**config.mk**
```make
export PLATFORM = sky130hd
export DESIGN_NAME = fifo_drain_ctrl
export DESIGN_NICKNAME = d
export VERILOG_FILES = /design/src/rtl/fifo_drain_ctrl.sv
export SDC_FILE = /design/constraint.sdc
export NUM_CORES = 1
export LEC_CHECK = 0
export ABC_AREA = 1
export BUFFER_PORTS_ARGS = -buffer_cell sky130_fd_sc_hd__buf_2
export CAP_MARGIN = 20
export CORE_AREA = 3 3 65 67
export DETAILED_ROUTE_END_ITERATION = 7
export DIE_AREA = 0 0 68 70
export MAX_ROUTING_LAYER = met4
export PLACE_DENSITY = 0.73
export SYNTH_ARGS = -nofsm -noshare
export SYNTH_HDL_FRONTEND = slang
export SYNTH_SLANG_ARGS = --single-unit
```
**constraint.sdc**
```tcl
create_clock -name clk -period 1.33 [get_ports clk]
set_input_delay 0.133 -clock clk [delete_from_list [all_inputs] [get_ports clk]]
set_output_delay 0.133 -clock clk [all_outputs]
set_load 0.1 [all_outputs]
```
**src/rtl/fifo_drain_ctrl.sv**
```systemverilog
// fifo_drain_ctrl: pulls words out of a show-ahead FIFO into a single-entry
// output register and frames them into bursts of BURST beats. A word can be
// handed off and replaced in the same cycle, so one beat per cycle can be
// sustained. It keeps a running count of transferred beats and a sticky
// underflow flag.
module fifo_drain_ctrl #(
   parameter int WIDTH = 8,
   parameter int BURST = 4
) (
   input  logic             clk,
   input  logic             reset,
   input  logic             enable,
   input  logic             fifo_ept,
   input  logic             fifo_valid,
   input  logic [WIDTH-1:0] fifo_rdata,
   output logic             fifo_pop,
   output logic [WIDTH-1:0] out_data,
   output logic             out_valid,
   input  logic             out_ready,
   output logic             out_last,
   output logic [15:0]      xfer_cnt,
   output logic             underflow
);

   // Beat index of the final beat in a burst (BURST is at most 256).
   localparam logic [7:0] LAST_BEAT = 8'(BURST - 1);

   typedef enum logic {
      ST_EMPTY = 1'b0,
      ST_HOLD  = 1'b1
   } state_t;

   state_t           state_q, state_d;
   logic [WIDTH-1:0] data_q,  data_d;
   logic [7:0]       beat_q,  beat_d;
   logic             last_q,  last_d;
   logic [15:0]      cnt_q,   cnt_d;
   logic             unf_q,   unf_d;

   logic             pop_s;
   logic             load_s;
   logic             xfer_s;

   // Handshake decode: pop request, accepted FIFO word and output transfer.
   always_comb begin
      pop_s  = 1'b0;
      load_s = 1'b0;
      xfer_s = 1'b0;
      // Reset gates the pop so the FIFO is never touched while held in reset.
      if (reset && enable && !fifo_ept) begin
         if (state_q == ST_EMPTY) begin
            pop_s = 1'b1;
         end else if (out_ready) begin
            pop_s = 1'b1;
         end else begin
            pop_s = 1'b0;
         end
      end else begin
         pop_s = 1'b0;
      end
      load_s = pop_s && fifo_valid;
      xfer_s = (state_q == ST_HOLD) && out_ready;
   end

   // Next-state, data, burst framing and counters.
   always_comb begin
      state_d = state_q;
      data_d  = data_q;
      beat_d  = beat_q;
      cnt_d   = cnt_q;
      unf_d   = unf_q;
      last_d  = 1'b0;

      case (state_q)
         ST_EMPTY: begin
            if (load_s) begin
               state_d = ST_HOLD;
            end else begin
               state_d = ST_EMPTY;
            end
         end
         ST_HOLD: begin
            if (xfer_s && !load_s) begin
               state_d = ST_EMPTY;
            end else begin
               state_d = ST_HOLD;
            end
         end
         default: begin
            state_d = ST_EMPTY;
         end
      endcase

      // Only an accepted pop ever replaces the held word.
      if (load_s) begin
         data_d = fifo_rdata;
      end else begin
         data_d = data_q;
      end

      if (xfer_s) begin
         cnt_d = cnt_q + 16'd1;
         if (beat_q == LAST_BEAT) begin
            beat_d = 8'd0;
         end else begin
            beat_d = beat_q + 8'd1;
         end
      end else begin
         cnt_d  = cnt_q;
         beat_d = beat_q;
      end

      // A pop the FIFO could not honour is latched until reset.
      if (pop_s && !fifo_valid) begin
         unf_d = 1'b1;
      end else begin
         unf_d = unf_q;
      end

      // Registered copy of "valid and on the final beat" for the next cycle.
      last_d = (state_d == ST_HOLD) && (beat_d == LAST_BEAT);
   end

   // State and output registers with asynchronous active-low reset.
   always_ff @(posedge clk or negedge reset) begin
      if (!reset) begin
         state_q <= ST_EMPTY;
         data_q  <= {WIDTH{1'b0}};
         beat_q  <= 8'd0;
         last_q  <= 1'b0;
         cnt_q   <= 16'd0;
         unf_q   <= 1'b0;
      end else begin
         state_q <= state_d;
         data_q  <= data_d;
         beat_q  <= beat_d;
         last_q  <= last_d;
         cnt_q   <= cnt_d;
         unf_q   <= unf_d;
      end
   end

   assign fifo_pop  = pop_s;
   assign out_data  = data_q;
   assign out_valid = (state_q == ST_HOLD);
   assign out_last  = last_q;
   assign xfer_cnt  = cnt_q;
   assign underflow = unf_q;

endmodule

```
==> metrics.txt, run 1 <==
detailed placement HPWL 2940 um; Reg2Reg Launch Point beat_q[4]$_DFF_PN0_; clock latency at the later pin of the worst-skew pair 0.29 ns; Setup crit end kind output port; failing checks setup timing; Post-DRT Antenna Nets 0; Comb power frac 0.510; worst setup path class reg -> out; Internal Power 2650 uW; Num CTS Buffers 5; Clk pwr share 0.177; HP Class in -> reg; clock root cell clkbuf_8; number of synthesized register bits 35; startpoint types flop; final critical-path required period 1.48 ns; initial antenna violation count 0; most frequent cells in the layout nand2_1, buf_2, inv_1, buf_4, dfrtp_1; PwrDens 1750 mW/mm^2; largest net degree at the start of global routing 36; TritonCTS clock tree yes; FF-to-FF setup slack -0.12 ns; max cap viols 0; cell count of the worst reg-to-reg path 7; worst setup margin -0.148 ns; dpl ws -0.138 ns; Mapped Area 0.00174 sq mm; CP peak stage delay 0.49 ns; commonest non-fill, non-tap cell in the layout nand2_1; Fmax 677 MHz; overall power 4830 uW; Clock transition at path regs 0.06 ns; # diodes 0; fin crit share 1.11; vias in the first global route 1648; global-route wire length before repair 7040 um; hold_sp fifo_rdata[3]; Yosys cell types 23; initial drt markers 38; WP data required 1.20 ns; Worst path slowest cell dfrtp_4; Tightest Pin Transition 0.494 ns; fraction of layout cells with a size suffix above 1 0.540; maximum clock path buffer count 2; DR pass1 iterations 4; post-synthesis sequential area ratio 0.503; delay-heaviest family, CP flip-flops; Total GRT Usage 0.196; hold_ws 0.0786 ns; skew final 0.00908 ns; Area Overhead vs Synth 58.4%; Post-Syn Nets 211; total wire length 4320 um; Buf/Inv on CP 3; Crit Reg-Reg Endpoint out_last$_DFF_PN0_; Rows 22; Reg area 931 sq um; Slew headroom 0.673; H-tree levels 2; final max-slew violation count 0; drc violations 0; synthesized instance count 195; Worst Hold End out_data[3]$_DFFE_PN0P_; clock sinks 35; RSZ-0062 raised after global routing true; vias 1548; Filler cells 273; net switching power 2180 uW; routed len/inst 13.3 um; crit-path max FO 3; # setup viols final 18; chip width 68 um; Seq pwr share 0.314; starting density of the core 0.472; Final GP Congestion 0.873; Ys Warns 0; core area 0.00369 sq mm; # IOs 42; worst IR drop on VDD 1.27 mV; Fin. Hold Viols 0; outcome finished with violations; Leakage Power 0.00141 uW; Hold Path Depth 2; setup_tns -1.33 ns; net switching share of the total power 0.452; total grt overflow 0; Crit path arrival time 1.35 ns; cells along the critical path inv_2, nor2_2, nor3_4, buf_6, buf_12; Die Y 70 um; fin nets 293; I/O Buffers 41; vias per cell 4.75; area of the multi-input gates 926 sq um; final design utilization 0.747; Die Footprint 0.00476 sq mm; Syn Area/Cell 8.93 sq um
## worst register-to-register path, cell delays in order (launching register included)
cell and delay, ns:
dfrtp_1 0.40, nor3_1 0.39, nand3_2 0.13, nand2_2 0.10
nand3_1 0.08, nor2_1 0.13, nand2_1 0.07, nor2_1 0.09
## routing by layer
| metal | vias to the layer above | GRT usage | wire (um) |
|---|---|---|---|
| met5 | - | - | 0 |
| met3 | 8 | 0.0370 | 167 |
| li1 | 766 | - | - |
| met2 | 41 | 0.317 | 2150 |
| met4 | 0 | 0.0640 | 78 |
| met1 | 733 | 0.244 | 1930 |
## how the worst max path moves through the flow
| stage | startpoint | end | slack (ns) | cells after the start |
|---|---|---|---|---|
| final | out_valid$_DFF_PN0_ | fifo_pop | -0.15 | 5 |
| after CTS | out_valid$_DFF_PN0_ | fifo_pop | -0.13 | 5 |
| after floorplan | out_valid$_DFF_PN0_ | out_data[0]$_DFFE_PN0P_ | -0.97 | 5 |
| after global routing | out_valid$_DFF_PN0_ | xfer_cnt[13]$_DFFE_PN0N_ | -0.23 | 9 |
| after global placement | xfer_cnt[1]$_DFFE_PN0N_ | xfer_cnt[10]$_DFFE_PN0N_ | -0.08 | 7 |
| after detailed placement | xfer_cnt[1]$_DFFE_PN0N_ | xfer_cnt[10]$_DFFE_PN0N_ | -0.14 | 7 |
## final cells by class
| cell class | count | area share |
|---|---|---|
| sequential | 35 | 0.338 |
| multi-input combinational | 129 | 0.336 |
| timing repair buffer | 76 | 0.223 |
| inverter | 30 | 0.0454 |
| clock buffer | 8 | 0.0363 |
| tap | 48 | 0.0218 |
## through the flow
stage	std cells	area, sq um
floorplan	195	1850
detailed placement	310	2410
global placement	310	2410
CTS	324	2630
finish	326	2760
global route	326	2760
## cells by family (layout without fill, tap and decap cells)
kind of cell / after synthesis / count (layout) / share of synthesized area
AO/OA/AOI/OAI: 5 / 5 / 0.0172
XOR/XNOR: 14 / 14 / 0.0704
adder cells (fa/ha/maj): 2 / 2 / 0.0144
flip-flops: 35 / 35 / 0.503
multiplexers: 8 / 8 / 0.0518
buffers and inverters: 31 / 114 / 0.0740
AND/OR/NAND/NOR: 100 / 100 / 0.269
## cells in the mapped netlist
cell type / number / area [sq um]
dfrtp_1: 35 / 876
a21oi_1: 1 / 5.00
nor3_4: 1 / 16.3
o21bai_1: 2 / 15.0
nand2_2: 3 / 18.8
xnor2_1: 4 / 35.0
nor3_2: 1 / 10.0
inv_1: 29 / 109
nand2_4: 1 / 11.3
o21ai_0: 2 / 10.0
nor2_1: 15 / 56.3
nand3_1: 15 / 75.1
mux2_2: 8 / 90.1
nor2_4: 2 / 22.5
nand4_1: 4 / 25.0
nor2_2: 1 / 6.26
buf_6: 1 / 11.3
nand2_1: 52 / 195
nor3_1: 4 / 20.0
xor2_1: 10 / 87.6
ha_1: 2 / 25.0
clkinv_4: 1 / 8.76
nand3b_2: 1 / 11.3
## flip-flops by register name (all words and copies together), names as in the netlist
signal	count
underflow	1
xfer_cnt	16
out_last	1
out_data	8
out_valid	1
beat_q	8
## power groups by stage
stage	clock network (uW)	logic (uW)	registers, uW
global route	900	2590	1550
floorplan	0	467	2470
finish	853	2460	1520
detailed placement	0	2240	1520
CTS	857	2320	1500
global placement	0	2210	1510
## what timing repair did
action | in CTS | in global routing
gates resized for setup | 16 | 30
endpoints found under the setup margin | 17 | 27
pin swaps | 21 | 13
hold endpoints to repair | 35 | 0
hold buffers | 1 | 0
buffers inserted | 5 | 4
Note: power is estimated with default switching activity, not from simulation.
==> inputs of run 2 (changes only) <==
--- a/config.mk
+++ b/config.mk
@@ -8,11 +8,11 @@
 export ABC_AREA = 1
 export BUFFER_PORTS_ARGS = -buffer_cell sky130_fd_sc_hd__buf_2
 export CAP_MARGIN = 20
-export CORE_AREA = 3 3 65 67
+export CORE_AREA = 3 3 60 73
 export DETAILED_ROUTE_END_ITERATION = 7
-export DIE_AREA = 0 0 68 70
+export DIE_AREA = 0 0 63 76
 export MAX_ROUTING_LAYER = met4
-export PLACE_DENSITY = 0.73
+export PLACE_DENSITY = 0.72
 export SYNTH_ARGS = -nofsm -noshare
 export SYNTH_HDL_FRONTEND = slang
 export SYNTH_SLANG_ARGS = --single-unit
==> run 2 against run 1 <==
  * The flow still finishes with violations (setup timing)
  * Total power is 4.2% lower
  * Core utilization is 3.0 points lower
  * Wire length is 5.6% lower
  * Final cell count is 1.5% higher
  * Global-route usage is 0.68 points lower
  * Sequential power hardly changed
  * Flip-flop and latch count stayed put
==> metrics.txt, run 2 (synthesized netlist as in run 1, its figures left out) <==
total wire length 4080 um (-5.6%); Fin. Hold Viols 0 (unchanged); core area 0.00369 sq mm (+0.14%); Clock transition at path regs 0.07 ns (about the same); # IOs 42 (unchanged); vias in the first global route 1594 (-3.3%); clock root cell clkbuf_8; Area Overhead vs Synth 52.2%; cell count of the worst reg-to-reg path 8 (+1); maximum clock path buffer count 2 (unchanged); fin area 0.00265 sq mm (-3.9%); global-route wire length before repair 7090 um (+0.78%); failing checks setup timing; Fmax 692 MHz (+2.3%); clock sinks 35 (unchanged); commonest non-fill, non-tap cell in the layout nand2_1; initial antenna violation count 0 (unchanged); fin nets 294 (+0.34%); Crit path arrival time 1.31 ns (-0.04 ns); most frequent cells in the layout nand2_1, buf_2, buf_4; max cap viols 0 (unchanged); final critical-path required period 1.44 ns (-0.0332 ns); I/O Buffers 41 (unchanged); dpl ws -0.131 ns (+0.00704 ns); worst setup margin -0.115 ns (+0.0332 ns); area of placed instances 0.00240 sq mm (-0.42%); # setup viols final 14 (-4); Reg area 931 sq um (unchanged); TritonCTS clock tree yes; outcome finished with violations; Total GRT Usage 0.189 (-0.00675); Worst Setup SP out_valid$_DFF_PN0_; initial drt markers 59 (+55%); Post-DRT Antenna Nets 0 (unchanged); fin crit share 1.09 (-0.0250); Filler cells 295 (+8.1%); worst setup path class reg -> out; total grt overflow 0 (unchanged); clock latency at the later pin of the worst-skew pair 0.29 ns (about the same); RSZ-0062 raised after global routing true; skew final 0.00809 ns (-0.000988 ns); starting density of the core 0.471 (-0.000639); final max-slew violation count 0 (unchanged); routed len/inst 12.3 um (-7.0%); crit-path max FO 3 (unchanged); Tightest Pin Transition 0.497 ns (+0.00339 ns); area of the multi-input gates 853 sq um (-7.8%); Die Y 76 um (+8.6%); drc violations 0 (unchanged); Die Footprint 0.00479 sq mm (+0.59%); Worst Hold End out_data[3]$_DFFE_PN0P_; WP data required 1.20 ns (about the same); largest net degree at the start of global routing 36 (unchanged); Slew headroom 0.671 (-0.00224); HP Class in -> reg; Final GP Congestion 0.841 (-3.7%); Setup crit end kind output port; FF-to-FF setup slack -0.10 ns (+0.02 ns); vias per cell 4.71 (-0.87%); worst IR drop on VDD 1.28 mV (+1.1%); hold_sp fifo_rdata[3]; Num CTS Buffers 5 (unchanged); fraction of layout cells with a size suffix above 1 0.491 (-0.0485); non-filler cells, final 331 (+1.5%); detailed placement HPWL 2910 um (-1.2%); number of instances in the placed design 314 (+1.3%); DR pass1 iterations 4 (unchanged); max reg flops 16 (unchanged); Leakage Power 0.00138 uW (-2.3%); # diodes 0 (unchanged); chip width 63 um (-7.4%); Hold Path Depth 2 (unchanged); Reg2Reg Launch Point out_valid$_DFF_PN0_; Rows 24 (+9.1%); hold_ws 0.0694 ns (-0.00926 ns); PwrDens 1750 mW/mm^2 (-0.26%); startpoint types flop; Crit Reg-Reg Endpoint xfer_cnt[5]$_DFFE_PN0N_; H-tree levels 2 (unchanged); vias 1558 (+0.65%)
-- run 2: cell count changes in the layout (fill, tap and decap cells not counted), sizes merged --
cell      delta
buf          +1
clkinvlp     +1
clkbuf       -1
-- run 2: metal layers --
| layer | vias up | GRT usage | part of all wire |
|---|---|---|---|
| met1 | 742 | 0.216 | 0.41 |
| met2 | 40 | 0.329 | 0.53 |
| met4 | 0 | 0.0596 | 0.014 |
| met5 | - | - | 0 |
| met3 | 6 | 0.0398 | 0.048 |
| li1 | 770 | - | - |
-- run 2: metrics by stage --
| stage | total power, uW | util | TNS (ns) |
|---|---|---|---|
| detailed placement | 3740 | 0.650 | -0.852 |
| floorplan | 2930 | - | -10.32 |
| finish | 4630 | 0.717 | -0.722 |
| global placement | 3690 | 0.650 | -0.491 |
| global route | 4870 | 0.717 | -1.97 |
| CTS | 4520 | 0.693 | -0.711 |
-- run 2: repair_timing --
| item | in CTS | in global routing |
|---|---|---|
| buffers inserted | 4 | 4 |
| resized for setup | 9 | 16 |
| pin swaps | 12 | 8 |
| hold endpoints to repair | 35 | 0 |
| hold buffers | 1 | 0 |
| endpoints found under the setup margin | 18 | 23 |
-- run 2: cell type report --
cell class | instances | area share
sequential | 35 | 0.351
inverter | 30 | 0.0444
tap | 52 | 0.0246
clock inverter | 1 | 0.00283
timing repair buffer | 77 | 0.226
clock buffer | 7 | 0.0288
multi-input combinational | 129 | 0.322
-- run 2: worst max-delay path by stage --
stage                                    end  slack [ns]  cells past startpoint
finish                              fifo_pop       -0.11                      5
global placement    xfer_cnt[10]$_DFFE_PN0N_       -0.08                      7
CTS                                 fifo_pop       -0.12                      5
detailed placement  xfer_cnt[10]$_DFFE_PN0N_       -0.13                      7
floorplan            out_data[0]$_DFFE_PN0P_       -0.97                      5
global route                        fifo_pop       -0.17                      5
-- run 2: power breakdown --
group | internal [uW] | switching [uW]
sequential | 1310 | 208
clock | 370 | 373
combinational | 859 | 1510
total | 2530 | 2090
-- run 2: critical path: stages, from the launching register on --
cell     delay [ns]
dfrtp_4        0.49
inv_2          0.07
nor2_2         0.05
nor3_4         0.14
buf_6          0.13
buf_12         0.16
==> inputs of run 3 (changes only) <==
--- a/config.mk
+++ b/config.mk
@@ -5,12 +5,11 @@
 export SDC_FILE = /design/constraint.sdc
 export NUM_CORES = 1
 export LEC_CHECK = 0
-export ABC_AREA = 1
 export BUFFER_PORTS_ARGS = -buffer_cell sky130_fd_sc_hd__buf_2
 export CAP_MARGIN = 20
-export CORE_AREA = 3 3 60 73
+export CORE_AREA = 3 3 58 71
 export DETAILED_ROUTE_END_ITERATION = 7
-export DIE_AREA = 0 0 63 76
+export DIE_AREA = 0 0 61 74
 export MAX_ROUTING_LAYER = met4
 export PLACE_DENSITY = 0.72
 export SYNTH_ARGS = -nofsm -noshare
==> run 3 against run 2 <==
  * Largest power group unchanged
  * Combinational power decreased by 22%
  * Non-clock buffer count grew 19
  * Register-to-register slack got worse by 0.21 ns
  * Total power shrank 15%
  * Design area is 6.1% higher
  * Via count fell by 7.4%
  * The run still ends with setup timing left
  * First-iteration DRC count shrank 12%
  * Clock-buffer cell count did not move
  * Sequential share of layout area is 2.2 points lower
  * Synthesized cell count decreased by 31%
  * Worst hold slack improved by 0.0076 ns
  * Largest cell class is now multi-input gates
  * Critical path type is now reg -> reg
==> metrics.txt, run 3 <==
outcome finished with violations; failing checks setup timing; Leakage Power 0.00138 uW (about the same); Mapped Area 0.00160 sq mm (-8.1%); maximum clock path buffer count 2 (unchanged); final critical-path required period 1.64 ns (+0.199 ns); I/O Buffers 41 (unchanged); total wire length 4730 um (+16%); crit-path max FO 8 (+5); cells along the critical path nand4_1, o21a_1, a2111oi_4, and4bb_1; Reg2Reg Launch Point out_valid$_DFF_PN0_; largest net degree at the start of global routing 36 (unchanged); Synth Area in Compound Gates 0.0563 (+0.0391); detailed placement HPWL 3000 um (+3.2%); Rows 24 (unchanged); DR pass1 iterations 4 (unchanged); worst setup margin -0.314 ns (-0.199 ns); skew final 0.00392 ns (-0.00417 ns); clock root cell clkbuf_8; cell accounting for the most synthesized area dfrtp_1; Synth Flop Type dfrtp_1; TritonCTS clock tree yes; max reg flops 16 (unchanged); fraction of layout cells with a size suffix above 1 0.672 (+0.181); vias in the first global route 1477 (-7.3%); clock latency at the later pin of the worst-skew pair 0.29 ns (about the same); vias per cell 5.25 (+11%); worst setup path class reg -> reg; Synth top area share 0.548 (+0.0445); met1 WL 1780 um (+6.7%); Worst Setup SP out_valid$_DFF_PN0_; Clock transition at path regs 0.07 ns (about the same); initial antenna violation count 1 (+1); post-synthesis sequential area ratio 0.548 (+0.0445); hold_sp fifo_rdata[2]; Post-DRT Antenna Nets 0 (unchanged); Num CTS Buffers 5 (unchanged); Area Overhead vs Synth 75.8%; most frequent cell after synthesis dfrtp_1; chip width 61 um (-3.2%); post-synthesis mux area share 0.0563 (+0.00458); dpl ws -0.247 ns (-0.115 ns); commonest non-fill, non-tap cell in the layout buf_4; synthesized instance count 135 (-31%); asr flop ratio synth 1.00 (unchanged); drc violations 0 (unchanged); total grt overflow 0 (unchanged); Ys Warns 0 (unchanged); Yosys cell types 36 (+57%); Area contributors post-synth dfrtp_1, xnor2_1, mux2_1; fin area 0.00281 sq mm (+6.1%); hold_ws 0.0770 ns (+0.00764 ns); Fmax 608 MHz (-12%); # IOs 42 (unchanged); fin crit share 1.24 (+0.150); Slew headroom 0.674 (+0.00280); startpoint types flop; # setup viols final 23 (+9); initial drt markers 52 (-12%); area of placed instances 0.00243 sq mm (+1.2%); Die Footprint 0.00451 sq mm (-5.7%); Total GRT Usage 0.221 (+0.0311); area of the multi-input gates 937 sq um (+9.8%); RSZ-0062 raised after global routing true; Syn Area/Cell 11.8 sq um (+33%); Tightest Pin Transition 0.493 ns (-0.00423 ns); XOR/XNOR Fraction of Synth Area 0.104 (+0.0336); H-tree levels 2 (unchanged); DR WL met3 184 um (-5.2%); final design utilization 0.787 (+0.0696); max cap viols 0 (unchanged); clock sinks 35 (unchanged); number of synthesized register bits 35 (unchanged); Post-synth EDFFs 0 (unchanged); Die Y 74 um (-2.6%); Worst path slowest cell dfrtp_4; fin nets 250 (-15%); CP peak stage delay 0.47 ns (-0.02 ns); most frequent cells in the layout buf_4, buf_2, dfrtp_1; main combinational cell family by area after synthesis simple AND/OR/NAND/NOR gates; metal2 WL 2680 um (+24%); final max-slew violation count 0 (unchanged); Synth Area in Simple Gates 0.198 (-0.0709); HP Class in -> reg; Post-Syn Nets 151 (-28%); Reg area 927 sq um (-0.40%); routed len/inst 17.2 um (+39%); Setup crit end kind flop; worst IR drop on VDD 1.07 mV (-17%); number of instances in the placed design 254 (-19%); WP data required 1.55 ns (+0.35 ns); adder-cell share of the synthesized area 0.0156 (+0.00127); starting density of the core 0.447 (-0.0237); non-filler cells, final 275 (-17%); Crit path arrival time 1.87 ns (+0.56 ns); PwrDens 1390 mW/mm^2 (-20%); Fin. Hold Viols 0 (unchanged); core area 0.00357 sq mm (-3.3%); Filler cells 206 (-30%); Final GP Congestion 0.870 (+3.4%); highest routed layer met4; global-route wire length before repair 6960 um (-1.8%); Post-synth top cells dfrtp_1, xnor2_1, nand2_1; vias 1443 (-7.4%)
run 3: cell types whose count changed after synthesis, moves of 4 or more:
cell / delta
nand2_1: -40
inv_1: -27
nor2_1: -10
nand3_1: -9
xnor2_1: +9
mux2_1: +8
mux2_2: -8
or2_2: +5
nand4_1: +4
xor2_1: -4
run 3: cell families (layout without fill, tap and decap cells):
family,Yosys count,after routing
AND/OR/NAND/NOR,53,53
flip-flops,35,35
XOR/XNOR,19,19
AO/OA/AOI/OAI,12,12
multiplexers,8,8
other,0,1
buffers and inverters,6,106
adder cells (fa/ha/maj),2,2
run 3: final cells by class:
class	instances	area share
clock inverters	1	0.00178
well taps	39	0.0174
multi-input cells	94	0.333
inverters	2	0.00267
diodes	1	0.000890
repair buffers	96	0.287
flip-flops and latches	35	0.330
clock buffers	7	0.0271
run 3: critical path, delay by kind of cell, from the launching register on:
family,cells,cell delay [ns]
compound gates,2,0.62
flops,1,0.47
simple gates,2,0.48
run 3: power by group:
part	internal [uW]	leakage [uW]	total (uW)	switching, uW
Combinational	629	0.000905	1840	1210
Clock	367	0.0000422	734	367
Sequential	1230	0.000430	1350	116
Total	2230	0.00138	3920	1690
run 3: through the flow:
stage / total power (uW) / setup TNS [ns]
after floorplan: 2430 / -13.32
after global placement: 3000 / -1.66
after detailed placement: 3040 / -2.42
after CTS: 3830 / -2.95
after global routing: 4070 / -4.99
final: 3920 / -3.06
run 3: final timing paths:
check	endpoint	slack (ns)	cells past startpoint
max in group asynchronous	xfer_cnt[0]$_DFFE_PN0N_	0.51	3
min reg2reg	underflow$_DFFE_PN0P_	0.46	1
max reg2reg	out_last$_DFF_PN0_	-0.31	4
max	out_last$_DFF_PN0_	-0.31	4
min in group asynchronous	out_valid$_DFF_PN0_	0.48	3
min	out_data[2]$_DFFE_PN0P_	0.08	2
run 3: timing repair:
item,CTS,global route
pin swaps,12,11
endpoints found under the setup margin,21,27
hold buffers,1,0
setup buffers,7,4
resized for setup,18,25
endpoints found under the hold margin,35,0
run 3: routing by layer:
layer | global-route usage | vias up
met5 | - | -
met2 | 0.370 | 31
met1 | 0.239 | 730
met3 | 0.0538 | 9
met4 | 0.111 | 0
li1 | - | 673
